`config.mk`:
```
export PLATFORM = sky130hd
export DESIGN_NAME = m_multicycle_ctrl
export DESIGN_NICKNAME = d
export VERILOG_FILES = /design/src/rtl/m_multicycle_ctrl.sv
export SDC_FILE = /design/constraint.sdc
export NUM_CORES = 1
export LEC_CHECK = 0
export CAP_MARGIN = 20
export CORE_ASPECT_RATIO = 0.6
export CORE_MARGIN = 3
export CORE_UTILIZATION = 27
export DETAILED_ROUTE_END_ITERATION = 10
export PLACE_DENSITY_LB_ADDON = 0.1
export SLEW_MARGIN = 20
export SYNTH_ARGS = -nofsm -noshare
export SYNTH_HDL_FRONTEND = slang
export SYNTH_SLANG_ARGS = --single-unit
```
`constraint.sdc`:
```
create_clock -name w_clk -period 9.3 [get_ports w_clk]
set_input_delay 2.79 -clock w_clk [delete_from_list [all_inputs] [get_ports w_clk]]
set_output_delay 2.79 -clock w_clk [all_outputs]
set_load 0.05 [all_outputs]
```
`src/rtl/m_multicycle_ctrl.sv`:
```
// Multi-cycle RV32I control FSM: IF/ID/EX/MEM/WB sequencing, format decode, halt, retire count.
// Latency: 4 cycles for ALU/branch/jump/U-type/store, 5 for loads, +1 per memory wait cycle.
// Backpressure: waits indefinitely for imem ack, up to MAX_WAIT cycles for dmem ack, then halts.
module m_multicycle_ctrl #(
    parameter int WAIT_W   = 8,
    parameter int MAX_WAIT = 255
) (
    input  logic        w_clk,
    input  logic        w_rst_n,
    input  logic [31:0] w_ir,
    input  logic        w_imem_ack,
    input  logic        w_dmem_ack,
    input  logic        w_taken,
    output logic        w_fetch_req,
    output logic        w_ir_we,
    output logic        w_pc_we,
    output logic        w_pc_sel,
    output logic        w_dmem_re,
    output logic        w_dmem_we,
    output logic        w_rf_we,
    output logic [5:0]  w_itype,
    output logic        w_retire,
    output logic        w_halt,
    output logic [1:0]  w_cause,
    output logic [31:0] w_instret
);

    typedef enum logic [2:0] {
        S_IF   = 3'd0,
        S_ID   = 3'd1,
        S_EX   = 3'd2,
        S_MEM  = 3'd3,
        S_WB   = 3'd4,
        S_HALT = 3'd5
    } state_t;

    localparam logic [WAIT_W-1:0] WAIT_LAST = WAIT_W'(MAX_WAIT - 1);
    localparam logic [WAIT_W-1:0] WAIT_ONE  = WAIT_W'(1);

    state_t            state;
    logic [WAIT_W-1:0] wait_cnt;

    logic [4:0] opc;
    logic       is_r, is_i, is_s, is_b, is_u, is_j;
    logic       is_load, is_sys, is_jalr, rd_zero;
    logic       ir_unused;

    assign opc     = w_ir[6:2];
    assign is_j    = (opc == 5'b11011);
    assign is_b    = (opc == 5'b11000);
    assign is_s    = (opc == 5'b01000);
    assign is_r    = (opc == 5'b01100);
    assign is_u    = (opc == 5'b01101) || (opc == 5'b00101);
    assign is_i    = !(is_j || is_b || is_s || is_r || is_u);
    assign is_load = (opc == 5'b00000);
    assign is_sys  = (opc == 5'b11100);
    assign is_jalr = (opc == 5'b11001);
    assign rd_zero = (w_ir[11:7] == 5'd0);
    assign w_itype = {is_r, is_i, is_s, is_b, is_u, is_j};

    // Upper IR bits carry immediates/funct fields that only the datapath needs.
    assign ir_unused = ^w_ir[31:12];

    // Strobes gated by reset so an aborted instruction drops them in the reset cycle.
    always_comb begin
        w_fetch_req = 1'b0;
        w_ir_we     = 1'b0;
        w_pc_we     = 1'b0;
        w_pc_sel    = 1'b0;
        w_dmem_re   = 1'b0;
        w_dmem_we   = 1'b0;
        w_rf_we     = 1'b0;
        w_retire    = 1'b0;
        w_halt      = 1'b0;
        if (w_rst_n) begin
            case (state)
                S_IF: begin
                    w_fetch_req = 1'b1;
                    w_ir_we     = w_imem_ack;
                end
                S_MEM: begin
                    w_dmem_re = !is_s;
                    w_dmem_we = is_s;
                    if (is_s && w_dmem_ack) begin
                        w_pc_we  = 1'b1;
                        w_retire = 1'b1;
                    end
                end
                S_WB: begin
                    w_rf_we  = !(is_s || is_b) && !rd_zero;
                    w_pc_we  = 1'b1;
                    w_pc_sel = is_j || is_jalr || (is_b && w_taken);
                    w_retire = 1'b1;
                end
                S_HALT: w_halt = 1'b1;
                default: ;
            endcase
        end
    end

    always_ff @(posedge w_clk or negedge w_rst_n) begin
        if (!w_rst_n) begin
            state     <= S_IF;
            wait_cnt  <= '0;
            w_cause   <= 2'b00;
            w_instret <= 32'd0;
        end else begin
            if (w_retire) begin
                w_instret <= w_instret + 32'd1;
            end
            case (state)
                S_IF: begin
                    if (w_imem_ack) begin
                        state <= S_ID;
                    end
                end
                S_ID: begin
                    if (w_ir[1:0] != 2'b11) begin
                        w_cause <= 2'b01;
                        state   <= S_HALT;
                    end else begin
                        state <= S_EX;
                    end
                end
                S_EX: begin
                    if (is_sys) begin
                        w_cause <= 2'b10;
                        state   <= S_HALT;
                    end else if (is_load || is_s) begin
                        wait_cnt <= '0;
                        state    <= S_MEM;
                    end else begin
                        state <= S_WB;
                    end
                end
                S_MEM: begin
                    if (w_dmem_ack) begin
                        state <= is_s ? S_IF : S_WB;
                    end else if (wait_cnt == WAIT_LAST) begin
                        // MAX_WAIT-th unacknowledged cycle: bus timeout, nothing retires.
                        w_cause <= 2'b11;
                        state   <= S_HALT;
                    end else begin
                        wait_cnt <= wait_cnt + WAIT_ONE;
                    end
                end
                S_WB:    state <= S_IF;
                S_HALT:  state <= S_HALT;
                default: state <= S_IF;
            endcase
        end
    end

endmodule

```
==> results.cfg <==
[worst_setup_path]
required_ps = 6510
r2r_cells = 6
r2r_start = state[1]$_DFFE_PN0P_
worst_ep_arrival_time_ps = 5310
cp_max_fo = 13
crit_type = primary input to primary output
reg2reg_slack_ps = 7150
critPathCaptureType = primary output
crit_path_start_kind = primary input
r2r-end = w_instret[29]$_DFFE_PN0P_

[route]
vias = 1916
remaining_drc_errors = 0
drt-vias-per-instance = 4.64
ant_nets = 0
wirelength_um = 6090
post_drt_wl_per_cell_um = 14.8
first_pass_iters = 4
drt-initial-drc-count = 72

[yosys]
ys_types = 49
synth.most_common_cell = dfrtp_1
syn-instance-count = 241
ys.flop_type = dfrtp_1
ys_top_cells_by_count = dfrtp_1, nand2_1, nor2_1, xnor2_1
synth_warnings = 0
ys_ff_latch = 45
synthesis.area_mm2 = 0.00244
yosysTopAreaCell = dfrtp_1
syn_nets = 281
synth_top_area_share_pct = 46.1
synthTopCellsByArea = dfrtp_1, xnor2_1, xor2_1, nand4_1, nand2_1
synth-edff-count = 0
synth_async_sr_flop_share_pct = 100
avgSynthCellArea_um2 = 10.1
seq_area_frac_synth_pct = 46.1

[timing]
worst_slew_pin_slew_ps = 667
report.final.hold_viol_count = 0
rsz0062_at_grt = no
fin_hold_ws_ps = 468
slew_headroom_pct = 55.5
finalClockSkew_ps = 6.16
period_minus_slack_ps = 8100
drv_slew = 0
tns_ps = 0
setup_viol = 0
max_freq_ghz = 0.124
period_share_pct = 87.1

[global_routing]
overflow = 0
grt_max_degree = 29
grt_pass1_vias = 1949
grt_pass1_wl_um = 10400
track_usage_pct = 12.7
antenna_found_initial = 0

[cts]
htree_levels = 2
clk_latency_ps = 280
cts_tree = built
cts.sinks = 45
clkTransAtPathRegs_ps = 60
cts_setup_buffers = 0
cts.path.max_buffers = 2
numCtsBuffers = 5
cts_root_buffer = clkbuf_16
ctsHoldBuffers = 0
cts_resized = 0

[floorplanning]
fp.dieW_um = 129
num_rows = 26
core_mm2 = 0.00865
fp.dieArea_mm2 = 0.0103
ios = 86
dieHeight_um = 79.7
start_util_pct = 28.2

[place]
gp_congestion = 0.797
numPortBuffers = 65
post-dp-hpwl_um = 4530

[pwr]
irDropWorstVdd_v = 0.000162
power_density_mw_per_mm2 = 183
p_leak_nw = 1.43
total_power_w = 0.000602

[finish]
final_layout_size_suffix_gt1_share_pct = 7.31
final_nets = 342
antennaDiodeCount = 0
area_growth_syn_to_layout_pct = 34.4
n_fill_cell = 876

[worst_hold_path]
whs_path_depth = 1
hold_path.class = register to register
worstHoldStart = w_instret[31]$_DFFE_PN0P_
hold_end = w_instret[31]$_DFFE_PN0P_

[run_status]
status = complete, no violations

[run]
cap_violations = 0
metrics by stage:
| step | util, % | setup WS (ps) | instance area (µm²) | std cells |
|---|---|---|---|---|
| floorplan | - | 1970 | 2440 | 241 |
| global placement | 36.4 | 1180 | 3150 | 407 |
| detailed placement | 36.4 | 1210 | 3150 | 407 |
| CTS | 37.9 | 1190 | 3280 | 413 |
| global route | 37.9 | 1100 | 3280 | 413 |
| finish | 37.9 | 1200 | 3280 | 413 |
state kept, by name, indices dropped and copies added (netlist names):
| name | cells |
|---|---|
| wait_cnt | 8 |
| w_cause | 2 |
| w_instret | 32 |
| state | 3 |
where the power goes:
group          switching (W)  internal [W]  leakage (nW)
logic               0.000114     0.0000734         0.763
clock network      0.0000706     0.0000961        0.0655
registers          0.0000339      0.000214         0.606
how the worst max path moves through the flow:
stage / start / endpoint / slack, ps / cells past startpoint
after floorplan: w_rst_n / w_ir_we / 1970 / 2
final: w_ir[2] / w_pc_we / 1200 / 5
after global routing: w_ir[2] / w_pc_we / 1100 / 5
after detailed placement: w_ir[2] / w_pc_we / 1210 / 5
after global placement: w_ir[2] / w_pc_we / 1180 / 5
after CTS: w_ir[2] / w_pc_we / 1190 / 5
area by class of cell:
cell class                 count  area (µm²)  share of cell area [%]
inverter                       7        26.3                   0.801
clock inverter                 1        5.00                   0.152
multi-input combinational    176        1200                    36.5
clock buffer                   5         125                    3.81
sequential                    45        1130                    34.3
tap                          112         140                    4.27
timing repair buffer          67         661                    20.1
layer usage:
layer	up-vias	track usage, %	share of wire [%]
met3	5	3.14	3.6
met2	31	15.5	36
met5	-	0	0
met1	915	21.4	60
met4	0	2.52	0.69
li1	965	-	-
cell usage in the layout, fill, tap and decap left out, drive strengths merged, types with 2 or more instances in the layout:
cell type      count
a211oi             2
mux2               3
nand2b             2
a21oi              9
o22ai              2
and4               2
buf                3
nor4bb             2
nand4             16
clkbuf             5
xor2              16
nand3b             3
and3              10
and2               2
nor3               8
nand3              7
or3                2
nor3b              2
nor2              20
mux2i              2
inv                7
or2                2
xnor2             20
ha                 3
o21ai              4
dfrtp             45
nand2             21
nor4               2
clkdlybuf4s50     64
critical path, stage by stage:
cell             delay [ps]
clkdlybuf4s50_1         560
or3b_4                  500
o41ai_4                 350
buf_4                   260
clkdlybuf4s50_1         830
cells by family (layout without fill, tap and decap cells):
family / Yosys count / in the layout / share of synthesized area (%)
AO/OA/AOI/OAI: 23 / 23 / 6.56
XOR/XNOR: 36 / 36 / 12.9
adder cells (fa/ha/maj): 3 / 3 / 1.54
buffers and inverters: 20 / 80 / 4.82
flip-flops: 45 / 45 / 46.1
multiplexers: 5 / 5 / 2.20
AND/OR/NAND/NOR: 109 / 109 / 25.9
No activity file was read; power rests on OpenSTA's default activity.
